===== src/rtl/usb_pkg.sv =====
// Shared USB transaction-layer types: request codes, PIDs, packet record and FSM states.
package usb_pkg;

   typedef enum logic [2:0] {
      MSG_NONE     = 3'd0,
      MSG_IN_TOK   = 3'd1,
      MSG_OUT_TOK  = 3'd2,
      MSG_OUT_DATA = 3'd3,
      MSG_IN_DATA  = 3'd4
   } msg_e;

   localparam logic [3:0] PID_OUT   = 4'b0001;
   localparam logic [3:0] PID_IN    = 4'b1001;
   localparam logic [3:0] PID_DATA0 = 4'b0011;
   localparam logic [3:0] PID_ACK   = 4'b0010;
   localparam logic [3:0] PID_NAK   = 4'b1010;

   typedef struct packed {
      logic [3:0]  pid;
      logic [6:0]  addr;
      logic [3:0]  endp;
      logic [63:0] data;
   } usb_pkt_t;

   typedef enum logic [2:0] {
      ST_IDLE,
      ST_TX_TOKEN,
      ST_TX_DATA,
      ST_WAIT_HS,
      ST_RX_WAIT,
      ST_TX_HS,
      ST_DONE
   } fsm_state_e;

   // Codes 5-7 are not requests and must leave the engine idle.
   function automatic logic is_request(input logic [2:0] code);
      return (code >= MSG_IN_TOK) && (code <= MSG_IN_DATA);
   endfunction

endpackage


===== src/rtl/usb_resp_timer.sv =====
// Response-wait timer: loadable/clearable up-counter that saturates and flags expiry at LIMIT.
module usb_resp_timer #(
   parameter int LIMIT = 255,
   parameter int W     = $clog2(LIMIT + 1)
) (
   input  logic         clk,
   input  logic         rst_L,
   input  logic         clr,
   input  logic         load,
   input  logic [W-1:0] load_val,
   input  logic         en,
   output logic         expired
);

   logic [W-1:0] count_reg;

   always_ff @(posedge clk) begin
      if (!rst_L || clr) begin
         count_reg <= '0;
      end else if (load) begin
         count_reg <= load_val;
      end else if (en && (count_reg != W'(LIMIT))) begin
         count_reg <= count_reg + W'(1);
      end
   end

   assign expired = en && (count_reg == W'(LIMIT));

endmodule


===== src/rtl/usb_protocol_fsm.sv =====
// USB transaction engine: turns one sequencer request into token/data/handshake packet
// exchanges, retrying data messages on NAK, corruption or response timeout.
module usb_protocol_fsm
   import usb_pkg::*;
#(
   parameter logic [6:0] DEV_ADDR    = 7'd5,
   parameter logic [3:0] DEV_ENDP    = 4'd4,
   parameter int         TIMEOUT_CYC = 255,
   parameter int         MAX_TRIES   = 8
) (
   input  logic        clk,
   input  logic        rst_L,
   input  logic [2:0]  msg_type,
   input  logic [63:0] rw_dout,
   output logic        protocol_free,
   output logic        timeout,
   output logic [63:0] rw_din,
   output logic        tx_start,
   output logic [3:0]  tx_pid,
   output logic [6:0]  tx_addr,
   output logic [3:0]  tx_endp,
   output logic [63:0] tx_data,
   input  logic        tx_done,
   input  logic        rx_valid,
   input  logic [3:0]  rx_pid,
   input  logic [63:0] rx_data,
   input  logic        rx_ok
);

   localparam int TRY_W = $clog2(MAX_TRIES + 1);
   localparam int TMR_W = $clog2(TIMEOUT_CYC + 1);

   fsm_state_e       state_reg;
   logic [TRY_W-1:0] tries_reg;
   logic [TRY_W-1:0] tries_inc;
   logic             last_try;
   logic [63:0]      req_data_reg;
   logic             hs_ack_reg;
   logic             wait_active;
   logic             timer_clr;
   logic             expired;

   assign tx_addr   = DEV_ADDR;
   assign tx_endp   = DEV_ENDP;
   assign tries_inc = tries_reg + TRY_W'(1);
   assign last_try  = (tries_inc == TRY_W'(MAX_TRIES));

   // The timer restarts on every entry to a wait state and after each expiry,
   // so a retried RX_WAIT gets a full window again.
   assign wait_active = (state_reg == ST_WAIT_HS) || (state_reg == ST_RX_WAIT);
   assign timer_clr   = !wait_active || expired;

   usb_resp_timer #(
      .LIMIT (TIMEOUT_CYC),
      .W     (TMR_W)
   ) u_resp_timer (
      .clk      (clk),
      .rst_L    (rst_L),
      .clr      (timer_clr),
      .load     (1'b0),
      .load_val ('0),
      .en       (wait_active),
      .expired  (expired)
   );

   always_ff @(posedge clk) begin
      if (!rst_L) begin
         state_reg     <= ST_IDLE;
         tries_reg     <= '0;
         req_data_reg  <= '0;
         hs_ack_reg    <= 1'b0;
         protocol_free <= 1'b1;
         timeout       <= 1'b0;
         rw_din        <= '0;
         tx_start      <= 1'b0;
         tx_pid        <= '0;
         tx_data       <= '0;
      end else begin
         tx_start <= 1'b0;
         timeout  <= 1'b0;
         unique case (state_reg)
            ST_IDLE, ST_DONE: begin
               protocol_free <= 1'b1;
               state_reg     <= ST_IDLE;
               if (is_request(msg_type)) begin
                  protocol_free <= 1'b0;
                  tries_reg     <= '0;
                  req_data_reg  <= rw_dout;
                  case (msg_type)
                     MSG_IN_TOK: begin
                        state_reg <= ST_TX_TOKEN;
                        tx_start  <= 1'b1;
                        tx_pid    <= PID_IN;
                     end
                     MSG_OUT_TOK: begin
                        state_reg <= ST_TX_TOKEN;
                        tx_start  <= 1'b1;
                        tx_pid    <= PID_OUT;
                     end
                     MSG_OUT_DATA: begin
                        state_reg <= ST_TX_DATA;
                        tx_start  <= 1'b1;
                        tx_pid    <= PID_DATA0;
                        tx_data   <= rw_dout;
                     end
                     default: state_reg <= ST_RX_WAIT;
                  endcase
               end
            end
            ST_TX_TOKEN: begin
               if (tx_done) begin
                  state_reg     <= ST_DONE;
                  protocol_free <= 1'b1;
               end
            end
            ST_TX_DATA: begin
               if (tx_done) state_reg <= ST_WAIT_HS;
            end
            ST_WAIT_HS: begin
               // A packet arriving in the expiry cycle is judged on its contents.
               if (rx_valid && rx_ok && (rx_pid == PID_ACK)) begin
                  state_reg     <= ST_DONE;
                  protocol_free <= 1'b1;
               end else if (rx_valid || expired) begin
                  if (last_try) begin
                     state_reg     <= ST_DONE;
                     protocol_free <= 1'b1;
                     timeout       <= 1'b1;
                  end else begin
                     tries_reg <= tries_inc;
                     state_reg <= ST_TX_DATA;
                     tx_start  <= 1'b1;
                     tx_pid    <= PID_DATA0;
                     tx_data   <= req_data_reg;
                  end
               end
            end
            ST_RX_WAIT: begin
               if (rx_valid) begin
                  state_reg <= ST_TX_HS;
                  tx_start  <= 1'b1;
                  if (rx_ok && (rx_pid == PID_DATA0)) begin
                     rw_din     <= rx_data;
                     hs_ack_reg <= 1'b1;
                     tx_pid     <= PID_ACK;
                  end else begin
                     hs_ack_reg <= 1'b0;
                     tx_pid     <= PID_NAK;
                  end
               end else if (expired) begin
                  if (last_try) begin
                     state_reg     <= ST_DONE;
                     protocol_free <= 1'b1;
                     timeout       <= 1'b1;
                  end else begin
                     tries_reg <= tries_inc;
                  end
               end
            end
            ST_TX_HS: begin
               if (tx_done) begin
                  if (hs_ack_reg) begin
                     state_reg     <= ST_DONE;
                     protocol_free <= 1'b1;
                  end else if (last_try) begin
                     state_reg     <= ST_DONE;
                     protocol_free <= 1'b1;
                     timeout       <= 1'b1;
                  end else begin
                     tries_reg <= tries_inc;
                     state_reg <= ST_RX_WAIT;
                  end
               end
            end
            default: state_reg <= ST_IDLE;
         endcase
      end
   end

endmodule


===== config.mk =====
export PLATFORM = sky130hd
export DESIGN_NAME = usb_protocol_fsm
export DESIGN_NICKNAME = d
export VERILOG_FILES = /design/src/rtl/usb_pkg.sv /design/src/rtl/usb_resp_timer.sv /design/src/rtl/usb_protocol_fsm.sv
export SDC_FILE = /design/constraint.sdc
export NUM_CORES = 1
export LEC_CHECK = 0
export CORE_ASPECT_RATIO = 0.8
export CORE_MARGIN = 4
export CORE_UTILIZATION = 51
export CTS_BUF_LIST = sky130_fd_sc_hd__clkbuf_4 sky130_fd_sc_hd__clkbuf_8 sky130_fd_sc_hd__clkbuf_16
export DETAILED_ROUTE_END_ITERATION = 8
export GPL_ROUTABILITY_DRIVEN = 1
export PLACE_DENSITY = 0.9
export SETUP_SLACK_MARGIN = 0.1
export SYNTH_ARGS = -nofsm -noshare
export SYNTH_HDL_FRONTEND = slang
export SYNTH_HIERARCHICAL = 1
export SYNTH_SLANG_ARGS = --single-unit

===== constraint.sdc =====
create_clock -name clk -period 7.5 [get_ports clk]
set_input_delay 0.75 -clock clk [delete_from_list [all_inputs] [get_ports clk]]
set_output_delay 0.75 -clock clk [all_outputs]
set_load 0.01 [all_outputs]

After elaboration in Yosys (flattened, before gate mapping)
Cells that the tools add are included.
{"block": "classes", "addsub": 2, "magnitude_cmp": 2, "eq_ne": 30, "mux": 63, "reduce_logical": 28}
{"cell": "two-way mux 64 bit", "n": 5}
{"cell": "case mux 64 bit (2 select lines)", "n": 1}
{"cell": "two-way mux 4 bit", "n": 14}
{"cell": "two-way mux 3 bit", "n": 10}
{"cell": "case mux 4 bit (3 select lines)", "n": 2}
{"cell": "two-way mux 1 bit", "n": 23}
{"cell": "inequality test 2 bit, second input constant", "n": 10}
{"cell": "case mux 3 bit (6 select lines)", "n": 1}
{"cell": "AND reduction 6 bit", "n": 3}
{"cell": "case mux 4 bit (4 select lines)", "n": 1}
{"cell": "== test 3 x 2 -> 1 bit, second input constant", "n": 4}
{"cell": "== test 3 bit, second input constant", "n": 3}
{"cell": "adder 8 x 1 -> 8 bit, second input constant", "n": 1}
{"cell": "== test 4 x 2 -> 1 bit, second input constant", "n": 2}
{"cell": "== test 8 bit, second input constant", "n": 1}
{"cell": "inequality test 8 bit, second input constant", "n": 1}
{"cell": "AND reduction 8 bit", "n": 1}
{"cell": "AND reduction 7 bit", "n": 1}
{"cell": "== test 3 x 1 -> 1 bit, second input constant", "n": 2}
{"cell": "logical AND 1 bit", "n": 6}
{"cell": "inequality test 3 bit, second input constant", "n": 2}
{"cell": "case mux 1 bit (3 select lines)", "n": 2}
{"cell": "case mux 3 bit (2 select lines)", "n": 1}
{"cell": "case mux 1 bit (5 select lines)", "n": 1}
{"cell": "other kinds (19)", "n": 27}
{"block": "word_totals", "regBits": 215, "input_bits": 140, "out_inout_bits": 146}

Depth between registers and ports, before layout
Gate-level depths: netlist (run 1).
{"block": "logic_depth", "depth_word": 7, "depth_mapped": 12, "ltp_nobuf": 11}

Cells and area by module
Netlist (run 1), hierarchy kept.
{"mod": "usb_protocol_fsm", "instances": 1, "cells_each": 1062, "area_per_inst_um2": 8642.0}
{"mod": "usb_resp_timer", "instances": 1, "cells_each": 64, "area_per_inst_um2": 546.8}

Worst setup path before layout (run 1)
Ideal clock, no wire load.
{"block": "synth_path", "path_type": "register -> register", "startpoint": "register state_reg[1]", "endpoint": "register tx_data[12]", "setup_ns": 0.089, "t_arrival_ns": 2.409, "required_ns": 7.411, "path_slack_ns": 5.003, "stages_incl_launch_ff": 13, "n_path_buf": 5, "synth_period_minus_slack_ns": 2.497, "cell_sequence": "dfxtp_1 -> buf_4 -> clkbuf_1 -> o21ai_0 -> buf_6 -> nand4_1 -> nor2_1 -> nor2_1 -> o32ai_2 -> buf_4 -> buf_6 -> nor2_1 -> a311oi_2"}
{"block": "synth_between", "elab_chain_len": 6, "word_cells_on_any_way": 16}
{"item": "start: declaration", "line": "usb_protocol_fsm.sv:33", "rtl": "fsm_state_e state_reg;"}
{"item": "start signal: assignment", "line": "usb_protocol_fsm.sv:68", "rtl": "state_reg <= ST_IDLE;"}
{"item": "start signal: assignment", "line": "usb_protocol_fsm.sv:84", "rtl": "state_reg <= ST_IDLE;"}
{"item": "start signal: assignment", "line": "usb_protocol_fsm.sv:91", "rtl": "state_reg <= ST_TX_TOKEN;"}
{"item": "== test 3 x 2 -> 1 bit or == test 3 bit (tied branches)", "line": "usb_protocol_fsm.sv:50", "rtl": "assign wait_active = (state_reg == ST_WAIT_HS) || (state_reg == ST_RX_WAIT);"}
{"item": "logical OR 1 bit (*)", "line": "usb_protocol_fsm.sv:50"}
{"item": "named net wait_active", "line": "usb_protocol_fsm.sv:39", "rtl": "logic wait_active;"}
{"item": "logical AND 1 bit (*)", "line": "usb_resp_timer.sv:27", "rtl": "assign expired = en && (count_reg == W'(LIMIT));"}
{"item": "named net expired", "line": "usb_protocol_fsm.sv:41", "rtl": "logic expired;"}
{"item": "logical OR 1 bit (*)", "line": "usb_protocol_fsm.sv:124", "rtl": "end else if (rx_valid || expired) begin"}
{"item": "inequality test 2 x 1 -> 1 bit (no source line) (*)"}
{"item": "AND reduction 6 bit (no source line) (*)"}
{"item": "end signal: assignment", "line": "usb_protocol_fsm.sv:104", "rtl": "tx_data <= rw_dout;"}
{"item": "end signal: assignment", "line": "usb_protocol_fsm.sv:134", "rtl": "tx_data <= req_data_reg;"}
{"item": "end: declaration", "line": "usb_protocol_fsm.sv:22", "rtl": "output logic [63:0] tx_data,"}
Mark *: on every way through the listed nets, which the timed path passes. The rest lies on a longest branch.
A chain may end at the register's enable or synchronous reset.

Final worst setup path (run 1)
{"block": "layout_path", "startpoint": "register state_reg[1]", "endpoint": "register tx_data[2]"}
The elaborated chain is that of the path after synthesis.

==> impl_summary.log, run 1 <==
INFO  metric status = finished clean
INFO  metric relSlewSlack = 0.256
INFO  metric post_synth_main_area_contributors = sky130_fd_sc_hd__dfxtp_1 47%, sky130_fd_sc_hd__nand2_1 16%, sky130_fd_sc_hd__a311oi_2 9.2%
INFO  metric post_synth_inst_count = 1126
INFO  metric synth-seq-cells = 214
INFO  metric grt.busiest_layer = met2
INFO  metric final.fill_count = 1273
INFO  metric yosys-top-cells-count = 402 x sky130_fd_sc_hd__nand2_1, 214 x sky130_fd_sc_hd__dfxtp_1, 126 x sky130_fd_sc_hd__a21oi_1, 81 x sky130_fd_sc_hd__nor2_1, 56 x sky130_fd_sc_hd__a311oi_2
INFO  metric final_util = 0.719
INFO  metric critPathLaunchType = flop
INFO  metric ctsRootBufferMaster = sky130_fd_sc_hd__clkbuf_16
INFO  metric post_drt_wl_per_cell = 16.1 µm
INFO  metric remaining_number_of_nets_flagged_by_the_antenna_check_after_routing = 0
INFO  metric netlist_area = 9190 µm²
INFO  metric total_area_of_multi_input_combinational_cells = 4440 µm²
INFO  metric cp-end-kind = flop
INFO  metric die_height = 128 µm
INFO  metric grt_use_met2 = 0.407
INFO  metric drt_via_density = 5.51
INFO  metric worstSkewPairLatency = 0.49 ns
INFO  metric post_cts_resize_count = 0
INFO  metric area_delta_synth_final = 36.8%
INFO  metric regToRegStartpoint = state_reg[1]
INFO  metric drc_errors_left = 0
INFO  metric grt_setup_unrepaired = no
INFO  metric yosys.cell_types.count = 72
INFO  metric gr-total-overflow = 0
INFO  metric grt_pass1_vias = 8370
INFO  metric i_o_pin_count = 286
INFO  metric synth_edf_count = 0
INFO  metric grt_max_degree = 129
INFO  metric final-max-slew-violation-count = 0
INFO  metric tritoncts_buffer_count = 22
INFO  metric drt_first_iter_violations = 738
INFO  metric n_antenna_cell = 0
INFO  metric worst_slack_at_placement = 3.41 ns
INFO  metric synth_seq_area_share = 0.466
INFO  metric cts.repair_timing.setup_buffer_count = 0
INFO  metric cts.reportedPaths.clkPinSlew = 0.06 ns
INFO  metric clock_power_share = 0.302
INFO  metric yosys_warnings = 6
INFO  metric grt_pass1_wl = 40700 µm
INFO  metric routability_driven_placement_congestion_ratio = 0.904
INFO  metric start_util = 0.526
INFO  metric drive_above_1_share = 0.0912
INFO  metric power.total = 3.58 mW
INFO  metric max_freq = 239 MHz
INFO  metric grtUsageMet1 = 0.301
INFO  metric finalCriticalPeriod = 4.19 ns
INFO  metric share_of_power_burned_in_combinational_logic = 0.300
INFO  metric cap_violations = 0
INFO  metric cts-htree-levels = 1
INFO  metric die_w = 158 µm
INFO  metric hold_path.class = flop to flop
INFO  metric power-per-cell-area = 285 nW/µm²
INFO  metric postLayoutSetupSlackWorst = 3.31 ns
INFO  metric finish.net_count = 1492
INFO  metric route.vias.total = 8727
INFO  metric cts_tree = built
INFO  metric floorplan.rows = 43
INFO  metric worst_path_fanout_max = 128
INFO  metric io_buffers = 273
INFO  metric global_routing_usage_summed_across_all_routing_layers = 0.241
INFO  metric syn-mean-instance-area = 8.16 µm²
INFO  metric synthFlopType = sky130_fd_sc_hd__dfxtp_1
INFO  metric switching_share = 0.325
INFO  metric clock_sinks = 214
INFO  metric cp.required = 7.88 ns
INFO  metric worst_hold_slack = 0.450 ns
INFO  metric power.static_leakage = 4.35 nW
INFO  metric cts_buffer_depth = 3
INFO  metric asyncSetResetFlopFracSynth = 0
INFO  metric clock_skew = 0.00778 ns
INFO  metric timing.critical_path.arrival = 4.57 ns
INFO  metric seq_power_share = 0.398
INFO  metric cts_hold_buf = 0
INFO  metric die_area = 20200 µm²
INFO  metric postRouteWirelength = 25500 µm
INFO  metric global_route.usage.met3 = 0.0645
INFO  metric setup.worst_path.start = state_reg[1]
INFO  metric final-hold-violation-count = 0
INFO  metric crit_type = flop to flop
INFO  metric synth_top_area_cell = sky130_fd_sc_hd__dfxtp_1
INFO  metric actual_slew_at_the_worst_max_slew_pin = 1.10 ns
INFO  metric yosysTopAreaCellShare = 0.466
INFO  metric dp_hpwl = 16900 µm
INFO  metric number_of_failing_setup_endpoints_in_the_final_timing_report = 0
INFO  metric sequential_cell_area = 4280 µm²
INFO  metric min_period_over_period = 0.559
INFO  metric power.net_switching = 1.16 mW
INFO  metric setup-tns-final = 0 ns
INFO  metric synth_most_common_cell = sky130_fd_sc_hd__nand2_1
INFO  metric antenna_found_initial = 0
INFO  metric placeableCoreArea = 17500 µm²
INFO  metric max-vdd-ir-drop = 282 µV
INFO  metric beginning_of_the_worst_hold_path = rw_din[23]
INFO  metric detail_route.first_pass.iterations = 6
INFO  metric p_int = 2.42 mW
-- power by group through the flow --
stage	clock [mW]	combinational [mW]	sequential (mW)
floorplan	0	0.717	1.43
global placement	0	1.03	1.44
detailed placement	0	1.07	1.45
CTS	1.10	1.07	1.42
global route	1.15	1.17	1.45
finish	1.08	1.07	1.43
-- cell families after synthesis --
kind of cell               after synthesis  synth area share
DFF                                    214             0.466
AOI/OAI and AO/OA                      260             0.227
adders and majority gates                2           0.00272
buffers and inverters                  109            0.0611
and+or+nand+nor                        532             0.235
other                                    2          0.000817
muxes                                    3           0.00340
xor gates and xnor gates                 4           0.00381
-- worst paths after layout --
kind                                   end  slack [ns]  cells past startpoint
worst max-delay path            tx_data[2]        3.31                     11
worst min-delay path            rw_din[23]        0.45                      2
worst max register to register  tx_data[2]        3.31                     11
worst min register to register  rw_din[23]        0.45                      2
-- stage by stage --
stage          area [µm²]  cells
2_1_floorplan        9260   1145
3_3_place_gp        11900   1551
4_1_cts             12600   1585
6_report            12600   1585
5_1_grt             12600   1585
3_5_place_dp        11900   1551
-- layer usage --
metal	wire length, µm	share of wire
met5	0	0
met2	12400	0.49
met1	10300	0.40
met3	1920	0.076
met4	795	0.031
-- area by class of cell --
cell class / count / share of cell area
Sequential cell: 214 / 0.341
Multi-Input combinational cell: 822 / 0.354
Inverter: 8 / 0.00279
Tap cell: 225 / 0.0224
Clock buffer: 30 / 0.0510
Timing Repair Buffer: 282 / 0.224
Clock inverter: 4 / 0.00558
-- worst max-delay path, cell delays in order, from the launching register on --
cell and delay (ns):
sky130_fd_sc_hd__dfxtp_1 0.69, sky130_fd_sc_hd__nor2b_1 0.35, sky130_fd_sc_hd__nand2_2 0.08, sky130_fd_sc_hd__buf_4 0.37
sky130_fd_sc_hd__o21ai_0 0.53, sky130_fd_sc_hd__nand4_1 0.25, sky130_fd_sc_hd__nor2_1 0.30, sky130_fd_sc_hd__nor2_1 0.17
sky130_fd_sc_hd__o32ai_4 0.31, sky130_fd_sc_hd__buf_12 0.50, sky130_fd_sc_hd__nor2_1 0.12, sky130_fd_sc_hd__a311oi_1 0.30
-- cells in the final DEF, fill, tap and decap left out, types with 9 or more instances in the layout --
cell type	count
sky130_fd_sc_hd__a311oi_1	9
sky130_fd_sc_hd__clkdlybuf4s50_1	273
sky130_fd_sc_hd__dfxtp_1	214
sky130_fd_sc_hd__a311oi_2	56
sky130_fd_sc_hd__conb_1	21
sky130_fd_sc_hd__nand2_1	401
sky130_fd_sc_hd__a21boi_1	11
sky130_fd_sc_hd__nor2_1	80
sky130_fd_sc_hd__a21oi_1	126
sky130_fd_sc_hd__clkbuf_16	23
sky130_fd_sc_hd__o21ai_0	15
Note: power is estimated with default switching activity, not from simulation.
==> run 2: changes to the inputs <==
Settings changed: CORE_UTILIZATION 51 to 47, PLACE_DENSITY 0.9 to 0.85.
Clock period 7.5 ns to 3.95 ns, I/O delays scaled along.
==> run 2 against run 1 <==
  * Total power increased by 92%
  * Design area increased by 1.3%
  * Via count decreased by 2.0%
  * Worst setup slack got worse by 2.7 ns
  * Critical path depth unchanged
  * Utilization decreased by 5.2 points
  * Global-route usage decreased by 2.3 points
  * Maximum frequency increased by 27%
  * Highest routed layer unchanged
==> impl_summary.log, run 2 (synthesis results as in run 1) <==
INFO  metric status = finished clean
INFO  metric worstSkewPairLatency = 0.50 ns (about the same)
INFO  metric tritoncts_buffer_count = 22 (unchanged)
INFO  metric grt_max_degree = 81 (-37%)
INFO  metric max-vdd-ir-drop = 369 µV (+31%)
INFO  metric die_area = 21900 µm² (+8.0%)
INFO  metric number_of_failing_setup_endpoints_in_the_final_timing_report = 0 (unchanged)
INFO  metric power.total = 6.87 mW (+92%)
INFO  metric dp_hpwl = 17000 µm (+0.41%)
INFO  metric max_freq = 304 MHz (+27%)
INFO  metric power-per-cell-area = 539 nW/µm² (+89%)
INFO  metric drive_above_1_share = 0.0978 (+0.00663)
INFO  metric gr-total-overflow = 0 (unchanged)
INFO  metric relSlewSlack = 0.492 (+0.236)
INFO  metric floorplan.rows = 45 (+4.7%)
INFO  metric timing.critical_path.arrival = 3.70 ns (-0.87 ns)
INFO  metric global_routing_usage_summed_across_all_routing_layers = 0.218 (-0.0228)
INFO  metric clock_skew = 0.00799 ns (+0.000215 ns)
INFO  metric drt_via_density = 5.25 (-4.6%)
INFO  metric cts_tree = built
INFO  metric die_height = 133 µm (+3.9%)
INFO  metric finalCriticalPeriod = 3.29 ns (-0.900 ns)
INFO  metric post_cts_resize_count = 0 (unchanged)
INFO  metric antenna_found_initial = 0 (unchanged)
INFO  metric routability_driven_placement_congestion_ratio = 0.877 (-2.9%)
INFO  metric worst_hold_slack = 0.443 ns (-0.00691 ns)
INFO  metric critPathLaunchType = flop
INFO  metric worst_path_fanout_max = 80 (-38%)
INFO  metric final_cell_mix = 401 x sky130_fd_sc_hd__nand2_1, 273 x sky130_fd_sc_hd__clkdlybuf4s50_1, 214 x sky130_fd_sc_hd__dfxtp_1, 126 x sky130_fd_sc_hd__a21oi_1, 80 x sky130_fd_sc_hd__nor2_1
INFO  metric final-max-slew-violation-count = 0 (unchanged)
INFO  metric i_o_pin_count = 286 (unchanged)
INFO  metric final-hold-violation-count = 0 (unchanged)
INFO  metric route.vias.total = 8552 (-2.0%)
INFO  metric cp-end-kind = flop
INFO  metric postRouteWirelength = 25100 µm (-1.6%)
INFO  metric grt_pass1_vias = 8185 (-2.2%)
INFO  metric n_antenna_cell = 0 (unchanged)
INFO  metric final_util = 0.667 (-0.0517)
INFO  metric area_delta_synth_final = 38.5%
INFO  metric hold_path.class = primary input to flop
INFO  metric grt_pass1_wl = 40300 µm (-1.2%)
INFO  metric setup-tns-final = 0 ns (unchanged)
INFO  metric layout_commonest_cell = sky130_fd_sc_hd__nand2_1
INFO  metric finish.net_count = 1499 (+0.47%)
INFO  metric min_period_over_period = 0.833 (+0.275)
INFO  metric cap_violations = 0 (unchanged)
INFO  metric cts-htree-levels = 1 (unchanged)
INFO  metric cts_buffer_depth = 3 (unchanged)
INFO  metric grt_setup_unrepaired = no
INFO  metric io_buffers = 273 (unchanged)
INFO  metric final.fill_count = 1522 (+20%)
INFO  metric post_drt_wl_per_cell = 15.4 µm (-4.2%)
INFO  metric start_util = 0.481 (-0.0441)
INFO  metric detail_route.first_pass.iterations = 5 (-1)
INFO  metric cp.required = 4.36 ns (-3.52 ns)
INFO  metric ctsRootBufferMaster = sky130_fd_sc_hd__clkbuf_16
INFO  metric drc_errors_left = 0 (unchanged)
INFO  metric power.static_leakage = 4.41 nW (+1.4%)
INFO  metric die_w = 164 µm (+4.0%)
INFO  metric clock_sinks = 214 (unchanged)
INFO  metric placeableCoreArea = 19100 µm² (+9.2%)
INFO  metric crit_type = flop to flop
INFO  metric drt_first_iter_violations = 663 (-10%)
INFO  metric cts.reportedPaths.clkPinSlew = 0.06 ns (about the same)
INFO  metric cts_hold_buf = 0 (unchanged)
INFO  metric cts.repair_timing.setup_buffer_count = 0 (unchanged)
INFO  metric actual_slew_at_the_worst_max_slew_pin = 0.762 ns (-0.342 ns)
INFO  metric remaining_number_of_nets_flagged_by_the_antenna_check_after_routing = 0 (unchanged)
[run 2: changes by cell type in the layout (fill, tap and decap cells not counted)]
cell / before / now
sky130_fd_sc_hd__clkinvlp_4: 0 / 1
sky130_fd_sc_hd__buf_12: 1 / 4
sky130_fd_sc_hd__clkinv_2: 2 / 3
sky130_fd_sc_hd__clkbuf_8: 2 / 4
sky130_fd_sc_hd__clkbuf_4: 5 / 4
sky130_fd_sc_hd__buf_4: 8 / 12
[run 2: worst max-delay path, stage by stage (launching register included)]
cell	delay, ns
sky130_fd_sc_hd__dfxtp_1	0.68
sky130_fd_sc_hd__nor2b_1	0.37
sky130_fd_sc_hd__nand2_2	0.09
sky130_fd_sc_hd__o21ai_0	0.08
sky130_fd_sc_hd__buf_4	0.20
sky130_fd_sc_hd__nand4_1	0.14
sky130_fd_sc_hd__nor2_1	0.29
sky130_fd_sc_hd__nor2_1	0.17
sky130_fd_sc_hd__o32ai_4	0.38
sky130_fd_sc_hd__buf_12	0.38
sky130_fd_sc_hd__nor2_1	0.10
sky130_fd_sc_hd__a311oi_2	0.25
[run 2: stage by stage]
step,instances,setup WS (ns),area (µm²)
floorplan,1145,1.45,9260
global placement,1591,0.888,12000
detailed placement,1591,0.726,12000
CTS,1628,0.716,12700
global route,1628,0.346,12700
finish,1628,0.658,12700
[run 2: where the power goes]
group | total, mW | switching, mW | leakage (nW) | internal, mW
combinational | 2.08 | 1.18 | 2.30 | 0.900
sequential | 2.68 | 0.205 | 1.74 | 2.47
clock | 2.11 | 0.817 | 0.371 | 1.29
[run 2: cell type report]
type | instances | area (µm²) | area share
repair buffers | 289 | 2900 | 0.228
clock buffers | 31 | 661 | 0.0519
clock inverters | 6 | 82.6 | 0.00649
flip-flops and latches | 214 | 4280 | 0.337
well taps | 258 | 323 | 0.0254
multi-input cells | 822 | 4440 | 0.349
inverters | 8 | 35.0 | 0.00275
[run 2: layer usage]
| metal | up-vias | global-route usage | part of all wire |
|---|---|---|---|
| li1 | 4236 | - | - |
| met1 | 4001 | 0.268 | 0.41 |
| met2 | 270 | 0.381 | 0.49 |
| met3 | 45 | 0.0517 | 0.068 |
| met4 | 0 | 0.0619 | 0.027 |
| met5 | - | 0 | 0 |
[run 2: worst paths after layout]
| check | start | end | depth (start not counted) | slack, ns |
|---|---|---|---|---|
| hold reg to reg | rw_din[21] | rw_din[21] | 2 | 0.45 |
| setup / recovery | state_reg[1] | tx_data[8] | 11 | 0.66 |
| hold / removal | rx_data[9] | rw_din[9] | 3 | 0.44 |
| setup reg to reg | state_reg[1] | tx_data[8] | 11 | 0.66 |
==> run 3: changes to the inputs <==
Settings changed: CORE_UTILIZATION 47 to 42, PLACE_DENSITY 0.85 to 0.8.
Clock period 3.95 ns to 2.8 ns, I/O delays scaled along.
==> run 3 against run 2 <==
  * Combinational power up 50%
  * Critical path depth down 2
  * Cell count up 1.7%
  * Global-route usage down 1.7 points
  * Non-clock buffer count up 9
  * Register-to-register slack worse by 0.31 ns
  * Highest routed layer unchanged
==> impl_summary.log, run 3 (synthesis results as in run 1) <==
INFO  metric remaining_number_of_nets_flagged_by_the_antenna_check_after_routing = 0 (unchanged)
INFO  metric grt_max_degree = 67 (-17%)
INFO  metric layout_commonest_cell = sky130_fd_sc_hd__nand2_1
INFO  metric grt_setup_unrepaired = no
INFO  metric number_of_failing_setup_endpoints_in_the_final_timing_report = 0 (unchanged)
INFO  metric max-vdd-ir-drop = 470 µV (+27%)
INFO  metric io_buffers = 273 (unchanged)
INFO  metric crit_buf_inv = 2 (unchanged)
INFO  metric relSlewSlack = 0.496 (+0.00378)
INFO  metric gr-total-overflow = 0 (unchanged)
INFO  metric ctsRootBufferMaster = sky130_fd_sc_hd__clkbuf_16
INFO  metric hold_path.class = primary input to flop
INFO  metric total_area_of_multi_input_combinational_cells = 4450 µm² (about the same)
INFO  metric setup-tns-final = 0 ns (unchanged)
INFO  metric die_area = 24300 µm² (+11%)
INFO  metric finalCriticalPeriod = 2.45 ns (-0.838 ns)
INFO  metric cap_violations = 0 (unchanged)
INFO  metric drt_first_iter_violations = 598 (-9.8%)
INFO  metric final_cell_mix = 401 x sky130_fd_sc_hd__nand2_1, 273 x sky130_fd_sc_hd__clkdlybuf4s50_1, 214 x sky130_fd_sc_hd__dfxtp_1, 126 x sky130_fd_sc_hd__a21oi_1, 80 x sky130_fd_sc_hd__nor2_1
INFO  metric timing.critical_path.arrival = 2.86 ns (-0.84 ns)
INFO  metric detail_route.first_pass.iterations = 5 (unchanged)
INFO  metric postRouteWirelength = 26200 µm (+4.5%)
INFO  metric crit_type = flop to flop
INFO  metric grt_pass1_vias = 8496 (+3.8%)
INFO  metric worst_path_largest_cell_delay = 0.40 ns (-0.28 ns)
INFO  metric cts-htree-levels = 1 (unchanged)
INFO  metric cts_tree = built
INFO  metric route.vias.total = 8666 (+1.3%)
INFO  metric power-per-cell-area = 764 nW/µm² (+42%)
INFO  metric drt_via_density = 5.24 (-0.32%)
INFO  metric sequential_cell_area = 4280 µm² (unchanged)
INFO  metric path_delay_family = simple AND/OR/NAND/NOR gates
INFO  metric cts.reportedPaths.clkPinSlew = 0.06 ns (about the same)
INFO  metric die_w = 173 µm (+5.5%)
INFO  metric global_routing_usage_summed_across_all_routing_layers = 0.201 (-0.0171)
INFO  metric timing.critical_path.slowest_stage_cell = sky130_fd_sc_hd__dfxtp_1
INFO  metric routability_driven_placement_congestion_ratio = 0.834 (-5.0%)
INFO  metric final.fill_count = 1829 (+20%)
INFO  metric floorplan.rows = 48 (+6.7%)
INFO  metric final-hold-violation-count = 0 (unchanged)
INFO  metric worst_hold_slack = 0.327 ns (-0.116 ns)
INFO  metric max_freq = 407 MHz (+34%)
INFO  metric status = finished clean
INFO  metric critPathLaunchType = flop
INFO  metric start_util = 0.426 (-0.0552)
INFO  metric grt_pass1_wl = 41600 µm (+3.4%)
INFO  metric worst_path_fanout_max = 51 (-36%)
INFO  metric area_delta_synth_final = 40.0%
INFO  metric postLayoutSetupSlackWorst = 0.346 ns (-0.312 ns)
INFO  metric cts_hold_buf = 0 (unchanged)
INFO  metric min_period_over_period = 0.877 (+0.0431)
INFO  metric antenna_found_initial = 0 (unchanged)
INFO  metric finish.net_count = 1509 (+0.67%)
INFO  metric die_height = 140 µm (+5.4%)
INFO  metric post_drt_wl_per_cell = 15.8 µm (+2.8%)
INFO  metric finalNonFillerCells = 1655 (+1.7%)
INFO  metric worst_slack_at_placement = 0.230 ns (-0.496 ns)
INFO  metric clock_sinks = 214 (unchanged)
INFO  metric placeableCoreArea = 21600 µm² (+13%)
INFO  metric final_util = 0.597 (-0.0703)
INFO  metric actual_slew_at_the_worst_max_slew_pin = 0.757 ns (-0.00566 ns)
INFO  metric tritoncts_buffer_count = 23 (+4.5%)
INFO  metric dpl.cell_count = 1614 (+1.4%)
INFO  metric cts_buffer_depth = 3 (unchanged)
INFO  metric dp_hpwl = 17400 µm (+2.5%)
INFO  metric critical_path.cell_chain = ha_1 > nand4_2 > nor2_1 > nor2_1 > o32ai_4 > buf_4 > buf_12 > nor2_1 > a311oi_2
INFO  metric drc_errors_left = 0 (unchanged)
INFO  metric i_o_pin_count = 286 (unchanged)
INFO  metric clock_skew = 0.0172 ns (+0.00920 ns)
INFO  metric final-max-slew-violation-count = 0 (unchanged)
INFO  metric cp.required = 3.21 ns (-1.15 ns)
INFO  metric cp_dominant_cell_by_count = sky130_fd_sc_hd__nor2_1
INFO  metric worstSkewPairLatency = 0.50 ns (about the same)
INFO  metric cp-end-kind = flop
INFO  metric drive_above_1_share = 0.105 (+0.00726)
INFO  metric n_antenna_cell = 0 (unchanged)
INFO  metric power.static_leakage = 4.47 nW (+1.5%)
## run 3: path summary, 6_finish.rpt
check             slack (ns)                      start  cells after the start          end
hold / removal          0.33                rx_data[29]                      3   rw_din[29]
hold reg to reg         0.45                 rw_din[29]                      2   rw_din[29]
setup reg to reg        0.35  u_resp_timer/count_reg[1]                      9  tx_data[46]
setup / recovery        0.35  u_resp_timer/count_reg[1]                      9  tx_data[46]
## run 3: per-stage QoR
step / area [µm²] / total power [mW]
after floorplan: 9260 / 5.76
after global placement: 12100 / 6.77
after detailed placement: 12100 / 6.87
after CTS: 12800 / 9.87
after global routing: 12900 / 10.4
final: 12900 / 9.83
## run 3: worst reg2reg max path, cell delays in order (launching register included)
cell                       delay, ns
sky130_fd_sc_hd__dfxtp_1        0.40
sky130_fd_sc_hd__ha_1           0.35
sky130_fd_sc_hd__nand4_2        0.22
sky130_fd_sc_hd__nor2_1         0.20
sky130_fd_sc_hd__nor2_1         0.13
sky130_fd_sc_hd__o32ai_4        0.29
sky130_fd_sc_hd__buf_4          0.18
sky130_fd_sc_hd__buf_12         0.25
sky130_fd_sc_hd__nor2_1         0.12
sky130_fd_sc_hd__a311oi_2       0.24
## run 3: cell type report
| type | instances | area share |
|---|---|---|
| Clock inverter | 4 | 0.00438 |
| Timing Repair Buffer | 298 | 0.234 |
| Clock buffer | 34 | 0.0531 |
| Sequential cell | 214 | 0.333 |
| Inverter | 8 | 0.00272 |
| Tap cell | 275 | 0.0267 |
| Multi-Input combinational cell | 822 | 0.346 |
## run 3: timing repair
| action | CTS | global route |
|---|---|---|
| resized for setup | 0 | 2 |
| buffers inserted | 0 | 2 |
| setup endpoints to repair | 0 | 63 |
## run 3: layer usage
layer | track usage | up-vias | share of wire
met5 | 0 | - | 0
met4 | 0.0600 | 0 | 0.027
met1 | 0.246 | 4123 | 0.43
met3 | 0.0467 | 50 | 0.058
met2 | 0.355 | 243 | 0.49
li1 | - | 4250 | -
## run 3: where the power goes
part | internal [mW] | total (mW) | switching, mW
Combinational | 1.35 | 3.11 | 1.76
Clock | 1.78 | 2.97 | 1.20
Sequential | 3.49 | 3.74 | 0.252
Total | 6.61 | 9.83 | 3.21
